File: config.mk
export PLATFORM = sky130hd
export DESIGN_NAME = bcd_scan_display_flat
export DESIGN_NICKNAME = d
export VERILOG_FILES = /design/src/rtl/bcd_scan_display_if.sv /design/src/rtl/bcd_scan_display.sv /design/src/flat_wrapper.sv
export SDC_FILE = /design/constraint.sdc
export NUM_CORES = 1
export LEC_CHECK = 0
export ABC_CLOCK_PERIOD_IN_PS = 1900
export CAP_MARGIN = 20
export CORE_MARGIN = 2
export CORE_UTILIZATION = 47
export CTS_CLUSTER_DIAMETER = 200
export DETAILED_ROUTE_END_ITERATION = 10
export PLACE_DENSITY = 0.75
export SLEW_MARGIN = 10
export SYNTH_ARGS = -nofsm -noshare
export SYNTH_HDL_FRONTEND = slang
export SYNTH_SLANG_ARGS = --single-unit
File: constraint.sdc
create_clock -name clk -period 1.9 [get_ports clk]
set_input_delay 0.285 -clock clk [delete_from_list [all_inputs] [get_ports clk]]
set_output_delay 0.285 -clock clk [all_outputs]
set_load 0.005 [all_outputs]
File: src/rtl/bcd_scan_display_if.sv
// Bus between the BCD scan display and its driver: digit snapshot inputs plus
// the multiplexed 7-segment/anode outputs.
interface bcd_scan_display_if #(
    parameter int DIGITS = 4
);
    logic                  en;
    logic                  load;
    logic [4*DIGITS-1:0]   bcd_in;
    logic [6:0]            seg;
    logic [DIGITS-1:0]     an;
    logic                  slot_start;

    modport master (
        output en, load, bcd_in,
        input  seg, an, slot_start
    );

    modport slave (
        input  en, load, bcd_in,
        output seg, an, slot_start
    );
endinterface

File: src/rtl/bcd_scan_display.sv
// Time-multiplexed BCD 7-segment driver with per-slot guard blanking.
// Define BCD_SCAN_LZB_EN to add leading-zero blanking.
module bcd_scan_display #(
    parameter int DIGITS   = 4,
    parameter int SCAN_DIV = 1000,
    parameter int GUARD    = 2
) (
    input  logic               clk,
    input  logic               rst,
    bcd_scan_display_if.slave  bus
);
    localparam int PW = $clog2(SCAN_DIV);
    localparam int IW = $clog2(DIGITS);
    localparam logic [PW-1:0] PRE_LAST = PW'(SCAN_DIV - 1);
    localparam logic [PW-1:0] GUARD_P  = PW'(GUARD);
    localparam logic [IW-1:0] IDX_LAST = IW'(DIGITS - 1);

    logic [4*DIGITS-1:0] snap_q, snap_d;
    logic [PW-1:0]       pre_q, pre_d;
    logic [IW-1:0]       idx_q, idx_d;
    logic [6:0]          seg_q, seg_d;
    logic [DIGITS-1:0]   an_q, an_d;
    logic                slot_start_q, slot_start_d;
    logic [3:0]          digit;
    logic                blank;

    function automatic logic [6:0] decode(input logic [3:0] d);
        case (d)
            4'd0:    return 7'h40;
            4'd1:    return 7'h79;
            4'd2:    return 7'h24;
            4'd3:    return 7'h30;
            4'd4:    return 7'h19;
            4'd5:    return 7'h12;
            4'd6:    return 7'h02;
            4'd7:    return 7'h78;
            4'd8:    return 7'h00;
            4'd9:    return 7'h10;
            default: return 7'h7F;
        endcase
    endfunction

    assign digit = snap_q[{idx_q, 2'b00} +: 4];

`ifdef BCD_SCAN_LZB_EN
    // A digit is blank when it and everything above it is zero; digit 0 always shows.
    logic [DIGITS-1:0] lzb;
    always_comb begin
        logic zeros;
        zeros = 1'b1;
        lzb   = '0;
        for (int i = DIGITS - 1; i >= 1; i--) begin
            zeros  = zeros & (snap_q[4*i +: 4] == 4'd0);
            lzb[i] = zeros;
        end
    end
    assign blank = lzb[idx_q];
`else
    assign blank = 1'b0;
`endif

    always_comb begin
        snap_d       = bus.load ? bus.bcd_in : snap_q;
        pre_d        = pre_q;
        idx_d        = idx_q;
        seg_d        = 7'h7F;
        an_d         = '1;
        slot_start_d = 1'b0;
        if (bus.en) begin
            if (pre_q == PRE_LAST) begin
                pre_d = '0;
                idx_d = (idx_q == IDX_LAST) ? '0 : idx_q + 1'b1;
            end else begin
                pre_d = pre_q + 1'b1;
            end
            seg_d        = blank ? 7'h7F : decode(digit);
            slot_start_d = (pre_q == '0);
            // Anodes stay off for the first GUARD cycles of a slot to avoid ghosting.
            if (pre_q >= GUARD_P && !blank)
                an_d = ~(DIGITS'(1) << idx_q);
        end
    end

    always_ff @(posedge clk or negedge rst) begin
        if (!rst) begin
            snap_q       <= '0;
            pre_q        <= '0;
            idx_q        <= '0;
            seg_q        <= 7'h7F;
            an_q         <= '1;
            slot_start_q <= 1'b0;
        end else begin
            snap_q       <= snap_d;
            pre_q        <= pre_d;
            idx_q        <= idx_d;
            seg_q        <= seg_d;
            an_q         <= an_d;
            slot_start_q <= slot_start_d;
        end
    end

    assign bus.seg        = seg_q;
    assign bus.an         = an_q;
    assign bus.slot_start = slot_start_q;
endmodule
File: src/flat_wrapper.sv
// flat-port wrapper written by rule: the top's interface ports become plain ports
module bcd_scan_display_flat 
#(
    parameter int DIGITS   = 4,
    parameter int SCAN_DIV = 1000,
    parameter int GUARD    = 2
)
  (clk, rst, bus_en, bus_load, bus_bcd_in, bus_seg, bus_an, bus_slot_start);
  bcd_scan_display_if #(.DIGITS(DIGITS)) bus_i ();
  input  logic clk;
  input  logic rst;
  input wire logic [$bits(bus_i.en)-1:0] bus_en;
  input wire logic [$bits(bus_i.load)-1:0] bus_load;
  input wire logic [$bits(bus_i.bcd_in)-1:0] bus_bcd_in;
  output wire logic [$bits(bus_i.seg)-1:0] bus_seg;
  output wire logic [$bits(bus_i.an)-1:0] bus_an;
  output wire logic [$bits(bus_i.slot_start)-1:0] bus_slot_start;
  assign bus_i.en = bus_en;
  assign bus_i.load = bus_load;
  assign bus_i.bcd_in = bus_bcd_in;
  assign bus_seg = bus_i.seg;
  assign bus_an = bus_i.an;
  assign bus_slot_start = bus_i.slot_start;
  bcd_scan_display #(.DIGITS(DIGITS), .SCAN_DIV(SCAN_DIV), .GUARD(GUARD)) u_core (.clk(clk), .rst(rst), .bus(bus_i));
endmodule
### After elaboration in Yosys (flattened, before gate mapping)

Memory sizes are Yosys's and may differ from the RTL's.
Index checks and enable logic that the tools add are counted.

* logic and storage cells: 23
* input bits: 20
* memories: 1
* output and inout port bits: 12
* bits in read-only memories: 112
* bits in registers: 40

* reductions and logical operators: 2
* muxes and demuxes: 6
* add/sub/neg operators: 2
* bitwise gates (word level): 1
* equal/unequal tests: 2
* $lt $le $gt $ge: 1
* shift-type cells: 2

Memory list
* (no name shown): depth 16, bits a word 7, rd ports 1, clocked after memory_dff 0, write ports 0, RTL line bcd_scan_display.sv:28 `case (d)`

Operator list (count)
* $shiftx 16x5->4: 1
* $add 10x1->10 const B: 1
* $eq 10x10->1 const B: 1
* $ge 10x2->1 const B: 1
* $logic_not 10->1: 1
* $mux 10: 1
* $mux 4: 2
* $mux 7: 1
* $not 4->4: 1
* $shl 1x2->4 const A: 1
* $add 2x1->2 const B: 1
* $eq 2x2->1 const B: 1
* $mux 2: 1
* $reduce_and 2->1: 1
* $mux 1: 1

### Logic depth before layout (Yosys ltp)

Gate-level depths: netlist of run 1.

* word-level depth: 4
* gate-level depth with buffers: 7
* gate-level depth less buffers: 6

### Worst setup path after synthesis of run 1

No wires, ideal clock.

* kind: reg2reg
* start point: register u_core.idx_q[0]
* end point: register u_core.seg_q[3], in the netlist u_core.bus.seg[3]
* cell stages (with the launch flop): 8
* arrival: 1.828 ns
* library setup time: 0.079 ns
* required time: 1.821 ns
* slack: -0.007 ns
* clock period less this slack: 1.907 ns
* cells stage by stage: dfrtp_1 > clkbuf_1 > mux4_2 > inv_1 > ha_1 > inv_1 > mux2i_1 > o21ai_0

* word-level cells in the longest chain between the ends: 3

RTL lines
* from (decl): RTL line bcd_scan_display.sv:20 `logic [IW-1:0] idx_q, idx_d;`
* from (signal assigned): RTL line bcd_scan_display.sv:95 `idx_q <= idx_d;`
* $shiftx 16x5->4: RTL line bcd_scan_display.sv:43 `assign digit = snap_q[{idx_q, 2'b00} +: 4];`
* $mem_v2 16x7
* $mux 7: RTL line bcd_scan_display.sv:69 `if (bus.en) begin`
* net u_core.seg_d[3]: RTL line bcd_scan_display.sv:21 `logic [6:0] seg_q, seg_d;`
* to (signal assigned): RTL line bcd_scan_display.sv:96 `seg_q <= seg_d;`
* to (decl): RTL line bcd_scan_display.sv:21

The timed path passes the listed nets, and every way through them passes these cells.
A chain may end at the register's enable or synchronous reset.

### Worst setup path in the final report of run 1

* start point: register u_core.pre_q[7]
* end point: register u_core.an_q[0], in the netlist u_core.bus.an[0]

* word-level cells in the longest chain between the ends: 3

RTL lines
* from (decl): RTL line bcd_scan_display.sv:19 `logic [PW-1:0] pre_q, pre_d;`
* from (signal assigned): RTL line bcd_scan_display.sv:94 `pre_q <= pre_d;`
* $ge 10x2->1: RTL line bcd_scan_display.sv:79 `if (pre_q >= GUARD_P && !blank)`
* $mux 4: RTL line bcd_scan_display.sv:79
* $mux 4: RTL line bcd_scan_display.sv:69
* net u_core.an_d[0]: RTL line bcd_scan_display.sv:22 `logic [DIGITS-1:0] an_q, an_d;`
* to (signal assigned): RTL line bcd_scan_display.sv:97 `an_q <= an_d;`
* to (decl): RTL line bcd_scan_display.sv:22

The timed path passes the listed nets, and every way through them passes these cells.

==> impl_metrics.py, run 1 <==
metrics = {
    "timing": {
        "timing.final.max_slew_violations": 0,
        "finClkSkew_ns": 0.00422,
        "setup_viol_count_final": 0,
        "fmax_ghz": 0.540,
        "finalHoldViolations": 0,
        "final.setup.tns_ns": 0,
        "finalCritPeriodShare_pct": 97.5,
        "grt_setup_unrepaired": "no",
        "slew_hr_pct": 68.6,
        "min_period_ns": 1.85,
        "worst_pin_slew_ns": 0.471,
    },
    "routing": {
        "ant_nets": 0,
        "met3_wirelength_microns": 150,
        "post_drt_wl_per_cell_microns": 13.9,
        "drc": 0,
        "topRoutingLayerUsed": "met4",
        "viasPerCell": 5.19,
        "wl_microns": 3470,
        "routed-via-count": 1297,
        "routedLengthMet1_microns": 1400,
        "detailedRoute.firstPassIterationCount": 4,
        "routed-wl-met2_microns": 1850,
        "drt_iter0_markers": 57,
    },
    "clock_network": {
        "root_buffer_cell": "sky130_fd_sc_hd__clkbuf_8",
        "clock_latency_ns": 0.29,
        "cts.reportedPaths.clkPinSlew_ns": 0.08,
        "cts-buffers-inserted": 5,
        "cts.repair_timing.setup_buffer_count": 0,
        "h-tree-depth": 2,
        "cts.sink_count": 40,
        "cts.path.max_buffers": 2,
        "cts_tree": "built",
    },
    "synth": {
        "yosys_most_used_dff": "sky130_fd_sc_hd__dfrtp_1",
        "top_area_cell_type_share_of_the_netlist_area_pct": 38.1,
        "syn-mean-instance-area_sq_um": 11.9,
        "synth_warnings": 0,
        "proportion_of_synthesized_chip_area_in_sequential_cells_pct": 53.3,
        "post_synth_inst_count": 160,
        "asyncSetResetFlopFracSynth_pct": 100,
        "synthMostInstantiatedCell": "sky130_fd_sc_hd__dfrtp_1",
        "synth.distinct_cells": 31,
        "most_numerous_cell_types_in_the_synthesized_netlist": "sky130_fd_sc_hd__dfrtp_1, sky130_fd_sc_hd__nand2_1, sky130_fd_sc_hd__mux2_2",
        "synth_nets": 192,
        "synth_edf_count": 0,
        "netlist.top_cell.by_area": "sky130_fd_sc_hd__dfrtp_1",
        "post_synth_main_area_contributors": "sky130_fd_sc_hd__dfrtp_1, sky130_fd_sc_hd__dfstp_2, sky130_fd_sc_hd__mux2_2",
        "netlist_area_sq_um": 1900,
        "postSynthRegisterBits": 40,
    },
    "pwr": {
        "p_comb_share_pct": 20.3,
        "p_sw_share_pct": 26.6,
        "cellPowerDensity_nw_per_um2": 907,
        "power.share.clock_pct": 30.8,
        "power.net_switching_mw": 0.582,
        "intPower_mw": 1.61,
        "ir_drop_uv": 502,
        "power.sequential.fraction_pct": 48.9,
        "power_leakage_nw": 1.02,
    },
    "critical_path": {
        "family_of_cells_with_the_greatest_summed_delay_on_the_critical_path": "simple AND/OR/NAND/NOR gates",
        "cp_num_buf_inv": 0,
        "critPathMaxStageDelay_ns": 0.54,
        "crit_path_end_kind": "flop",
        "type_of_origin_of_the_critical_path": "flop",
        "critical-path-slowest-cell": "sky130_fd_sc_hd__or4_1",
        "crit_type": "reg2reg",
        "critical_path_required_ns": 2.13,
        "timing.critical_path.fanout_max": 4,
        "critical_path.cell_chain": "or4_1 > or4_4 > o31a_1 > nand2_1",
        "signal_arrival_time_at_the_worst_endpoint_ns": 2.09,
    },
    "global_routing": {
        "antenna_violations_before_repair": 0,
        "grt_max_degree": 41,
        "grt_pass1_vias": 1261,
        "grt.total_usage_pct": 17.5,
        "globalRouteOverflowTotal": 0,
        "grt_first_pass_wirelength_microns": 5760,
    },
    "floorplan": {
        "core-area_sq_um": 3940,
        "io_pins": 32,
        "die_width_microns": 67.6,
        "die-height_microns": 67.6,
        "placement_rows": 23,
        "floorplan.initialDensity_pct": 48.3,
        "die-area_sq_um": 4570,
    },
    "finish": {
        "multi_input_area_sq_um": 837,
        "post_route_cells_drive_above_1_share_pct": 26.0,
        "final_instance_area_sq_um": 2410,
        "n_antenna_cell": 0,
        "fin_nets": 231,
        "fillCellCount": 289,
        "ff_latch_area_sq_um": 1020,
        "area_growth_syn_to_fin_pct": 26.9,
    },
    "place": {
        "port-buffer-count": 31,
        "place.gp.congestion": 0.831,
        "placedInstanceArea_sq_um": 2300,
        "dp.final_hpwl_microns": 2590,
    },
    "job": {
        "maxCapViolCount": 0,
    },
    "hold_path": {
        "min-delay-path-class": "in2async",
    },
    "status": {
        "status": "finished clean",
    },
}
[cells by family (layout without fill, tap and decap cells)]
kind of cell             count (synthesis)  count (layout)  synth area share (%)
AO/OA/AOI/OAI                           22              22                  6.38
XOR/XNOR                                 5               5                  2.30
adder cells (fa/ha/maj)                 12              12                  7.89
buffers and inverters                   14              54                  2.89
flip-flops                              40              40                  53.3
multiplexers                            22              22                  15.3
AND/OR/NAND/NOR                         45              45                  12.0
[cell type report]
| type | instances | area share (%) |
|---|---|---|
| multi-input combinational | 106 | 34.7 |
| sequential | 40 | 42.1 |
| inverter | 8 | 1.24 |
| tap | 50 | 2.59 |
| clock buffer | 5 | 2.85 |
| clock inverter | 3 | 1.76 |
| timing repair buffer | 38 | 14.8 |
[routing by layer]
metal  up-vias  global-route usage, %
met5         -                      0
met4         0                   7.65
met3        10                   4.67
met2        28                   31.3
met1       626                   19.2
li1        633                      -
[cell usage in the layout (no fill, tap or decap), types with 2 or more instances in the layout]
cell and n:
sky130_fd_sc_hd__a21oi_1 5, sky130_fd_sc_hd__buf_4 7, sky130_fd_sc_hd__clkbuf_8 5, sky130_fd_sc_hd__clkdlybuf4s50_1 30
sky130_fd_sc_hd__dfrtp_1 28, sky130_fd_sc_hd__dfstp_2 11, sky130_fd_sc_hd__ha_1 12, sky130_fd_sc_hd__inv_1 8
sky130_fd_sc_hd__mux2_2 16, sky130_fd_sc_hd__mux2i_1 2, sky130_fd_sc_hd__mux4_2 4, sky130_fd_sc_hd__nand2_1 17
sky130_fd_sc_hd__nand3_1 3, sky130_fd_sc_hd__nand4_1 3, sky130_fd_sc_hd__nor2_1 7, sky130_fd_sc_hd__nor3b_1 2
sky130_fd_sc_hd__o21ai_0 12, sky130_fd_sc_hd__or2_2 2, sky130_fd_sc_hd__or3_1 3, sky130_fd_sc_hd__xnor2_1 4
[path summary, 6_finish.rpt]
| kind | cells after the start | end | slack [ns] | startpoint |
|---|---|---|---|---|
| max | 4 | u_core.bus.an[0] | 0.05 | u_core.pre_q[7] |
| min | 2 | u_core.snap_q[2] | 0.04 | rst |
| max reg2reg | 4 | u_core.bus.an[0] | 0.05 | u_core.pre_q[7] |
| min reg2reg | 1 | u_core.snap_q[12] | 0.50 | u_core.snap_q[12] |
| max in group asynchronous | 2 | u_core.bus.an[0] | 1.51 | rst |
| min in group clk | 1 | u_core.snap_q[12] | 0.50 | u_core.snap_q[12] |
[timing repair]
item	CTS	global route
hold buffers	0	0
setup endpoints to repair	0	9
resized for setup	0	3
endpoints found under the hold margin	0	0
[stage by stage]
| step | hold WS (ns) | power [mW] | setup slack [ns] | std cells | utilization, % |
|---|---|---|---|---|---|
| 6_report | 0.0379 | 2.19 | 0.0469 | 250 | 61.3 |
| 5_1_grt | 0.0721 | 2.31 | 0.00770 | 250 | 61.3 |
| 4_1_cts | 0.0521 | 2.20 | 0.00515 | 250 | 61.1 |
| 3_5_place_dp | 0.367 | 1.51 | 0.0317 | 242 | 58.3 |
| 3_3_place_gp | 0.353 | 1.48 | 0.0764 | 242 | 58.3 |
| 2_1_floorplan | -0.0106 | 1.32 | 0.109 | 160 | - |
[power by group through the flow]
stage	combinational, mW	sequential, mW	clock [mW]
2_1_floorplan	0.250	1.07	0
3_3_place_gp	0.411	1.07	0
3_5_place_dp	0.429	1.08	0
4_1_cts	0.436	1.07	0.694
5_1_grt	0.498	1.08	0.731
6_report	0.445	1.07	0.674
[state kept, by name, indices dropped and copies added (netlist names)]
name	cells
u_core.pre_q	10
u_core.bus.an	4
u_core.bus.slot_start	1
u_core.idx_q	2
u_core.bus.seg	7
u_core.snap_q	16
Note: power is estimated with default switching activity, not from simulation.
==> run 2: changes to the inputs <==
--- a/config.mk
+++ b/config.mk
@@ -5,13 +5,12 @@
 export SDC_FILE = /design/constraint.sdc
 export NUM_CORES = 1
 export LEC_CHECK = 0
-export ABC_CLOCK_PERIOD_IN_PS = 1900
-export CAP_MARGIN = 20
+export ABC_CLOCK_PERIOD_IN_PS = 2000
+export CAP_MARGIN = 25
 export CORE_MARGIN = 2
-export CORE_UTILIZATION = 47
+export CORE_UTILIZATION = 39
 export CTS_CLUSTER_DIAMETER = 200
 export DETAILED_ROUTE_END_ITERATION = 10
-export PLACE_DENSITY = 0.75
 export SLEW_MARGIN = 10
 export SYNTH_ARGS = -nofsm -noshare
 export SYNTH_HDL_FRONTEND = slang
==> constraint.sdc (replaced) <==
create_clock -name clk -period 2 [get_ports clk]
set_input_delay 0.3 -clock clk [delete_from_list [all_inputs] [get_ports clk]]
set_output_delay 0.3 -clock clk [all_outputs]
set_load 0.005 [all_outputs]
==> impl_metrics.py, run 2 (synthesis results as in run 1) <==
metrics = {
    "clock_network": {
        "cts.sink_count": 40,
        "cts.path.max_buffers": 2,
        "cts.repair_timing.setup_buffer_count": 0,
        "cts_repair_resize_count": 0,
        "cts.reportedPaths.clkPinSlew_ns": 0.08,
        "h-tree-depth": 2,
        "cts-buffers-inserted": 5,
        "clock_latency_ns": 0.29,
        "postCtsHoldBufs": 0,
        "root_buffer_cell": "sky130_fd_sc_hd__clkbuf_8",
        "cts_tree": "built",
    },
    "critical_path": {
        "critical_path_required_ns": 2.23,
        "crit_path_end_kind": "flop",
        "crit_type": "reg2reg",
        "worst_r2r_path_depth": 4,
        "timing.critical_path.fanout_max": 4,
        "type_of_origin_of_the_critical_path": "flop",
        "signal_arrival_time_at_the_worst_endpoint_ns": 2.11,
        "rrSetupSlack_ns": 0.12,
        "crit-reg2reg-capture": "u_core.bus.an[1]",
        "critical_path.reg2reg.startpoint": "u_core.pre_q[9]",
    },
    "floorplan": {
        "die_width_microns": 73.9,
        "die-area_sq_um": 5450,
        "core-area_sq_um": 4720,
        "placement_rows": 25,
        "floorplan.initialDensity_pct": 40.3,
        "io_pins": 32,
        "die-height_microns": 73.9,
    },
    "routing": {
        "post_drt_wl_per_cell_microns": 13.0,
        "viasPerCell": 4.88,
        "ant_nets": 0,
        "detailedRoute.firstPassIterationCount": 4,
        "drt_iter0_markers": 46,
        "wl_microns": 3490,
        "drc": 0,
        "routed-via-count": 1308,
    },
    "finish": {
        "largest_reg_flops": 16,
        "fillCellCount": 420,
        "post_route_cells_drive_above_1_share_pct": 25.9,
        "area_growth_syn_to_fin_pct": 27.2,
        "regMostFlops": "u_core.snap_q",
        "n_antenna_cell": 0,
        "fin_nets": 232,
        "most_used_cells_in_the_layout_excluding_fill_and_tap_cells": "sky130_fd_sc_hd__clkdlybuf4s50_1, sky130_fd_sc_hd__dfrtp_1, sky130_fd_sc_hd__nand2_1, sky130_fd_sc_hd__mux2_2, sky130_fd_sc_hd__o21ai_0",
        "layout.cells.most_common": "sky130_fd_sc_hd__clkdlybuf4s50_1",
    },
    "place": {
        "place.gp.congestion": 0.769,
        "port-buffer-count": 31,
        "dp.final_hpwl_microns": 2660,
    },
    "timing": {
        "min_period_ns": 1.88,
        "finClkSkew_ns": 0.00743,
        "timing.final.max_slew_violations": 0,
        "worst_hold_slack_ns": 0.0221,
        "slew_hr_pct": 58.6,
        "final.setup.tns_ns": 0,
        "grt_setup_unrepaired": "no",
        "finalHoldViolations": 0,
        "finalCritPeriodShare_pct": 94.2,
        "worst_pin_slew_ns": 0.621,
        "fmax_ghz": 0.531,
        "setup_viol_count_final": 0,
    },
    "global_routing": {
        "grt_max_degree": 30,
        "antenna_violations_before_repair": 0,
        "globalRouteOverflowTotal": 0,
        "grt_pass1_vias": 1377,
        "grt.total_usage_pct": 15.0,
        "grt_first_pass_wirelength_microns": 6120,
    },
    "status": {
        "status": "finished clean",
    },
    "hold_path": {
        "min-delay-path-class": "in2async",
    },
    "pwr": {
        "power_leakage_nw": 1.02,
        "ir_drop_uv": 332,
        "cellPowerDensity_nw_per_um2": 811,
    },
    "job": {
        "maxCapViolCount": 0,
    },
}
[run 2: changes by cell type in the layout (fill, tap and decap cells not counted)]
| cell | previous run | this run |
|---|---|---|
| sky130_fd_sc_hd__buf_4 | 7 | 8 |
| sky130_fd_sc_hd__bufinv_16 | 1 | 0 |
| sky130_fd_sc_hd__clkbuf_8 | 5 | 6 |
| sky130_fd_sc_hd__clkinv_2 | 1 | 2 |
| sky130_fd_sc_hd__clkinvlp_4 | 1 | 0 |
| sky130_fd_sc_hd__o21ai_0 | 12 | 13 |
| sky130_fd_sc_hd__o21ai_1 | 1 | 0 |
| sky130_fd_sc_hd__or4_1 | 1 | 2 |
| sky130_fd_sc_hd__or4_4 | 1 | 0 |
[run 2: layout make-up]
cell class	count	area, sq um	area share [%]
Clock buffer	6	82.6	3.41
Clock inverter	2	10.0	0.413
Timing Repair Buffer	39	365	15.1
Tap cell	67	83.8	3.46
Sequential cell	40	1020	42.0
Inverter	8	30.0	1.24
Multi-Input combinational cell	106	833	34.4
[run 2: how the worst max path moves through the flow]
| stage | cells past startpoint | end | from |
|---|---|---|---|
| after floorplan | 7 | u_core.bus.seg[3] | u_core.idx_q[0] |
| after global placement | 6 | u_core.bus.seg[3] | u_core.idx_q[0] |
| after detailed placement | 6 | u_core.bus.seg[3] | u_core.idx_q[0] |
| after CTS | 6 | u_core.bus.seg[3] | u_core.idx_q[0] |
| after global routing | 4 | u_core.bus.an[1] | u_core.pre_q[9] |
| final | 4 | u_core.bus.an[1] | u_core.pre_q[9] |
[run 2: worst max-delay path: stages, from the launching register on]
cell,delay (ns)
sky130_fd_sc_hd__dfrtp_1,0.41
sky130_fd_sc_hd__or4_1,0.51
sky130_fd_sc_hd__or4_1,0.50
sky130_fd_sc_hd__o31a_1,0.31
sky130_fd_sc_hd__nand2_1,0.09
[run 2: routing by layer]
metal | track usage (%) | part of all wire, % | vias up | wire (microns)
met3 | 4.66 | 3.2 | 4 | 112
met2 | 25.4 | 54 | 22 | 1890
met5 | 0 | 0 | - | 0
li1 | - | - | 631 | -
met1 | 17.7 | 42 | 651 | 1450
met4 | 5.45 | 1.1 | 0 | 40
[run 2: where the power goes]
| group | switching, mW | total [mW] | internal [mW] |
|---|---|---|---|
| logic | 0.184 | 0.410 | 0.226 |
| registers | 0.0828 | 1.01 | 0.926 |
| clock network | 0.269 | 0.544 | 0.275 |
| total | 0.536 | 1.96 | 1.43 |
[run 2: stage by stage]
| step | cell area [sq um] | total power [mW] | setup WS (ns) | util (%) | cells |
|---|---|---|---|---|---|
| CTS | 2420 | 1.99 | 0.0971 | 51.2 | 268 |
| global placement | 2330 | 1.42 | 0.171 | 49.3 | 260 |
| detailed placement | 2330 | 1.44 | 0.110 | 49.3 | 260 |
| floorplan | 1900 | 1.25 | 0.0929 | - | 160 |
| finish | 2420 | 1.96 | 0.115 | 51.3 | 268 |
| global route | 2420 | 2.10 | 0.0499 | 51.3 | 268 |
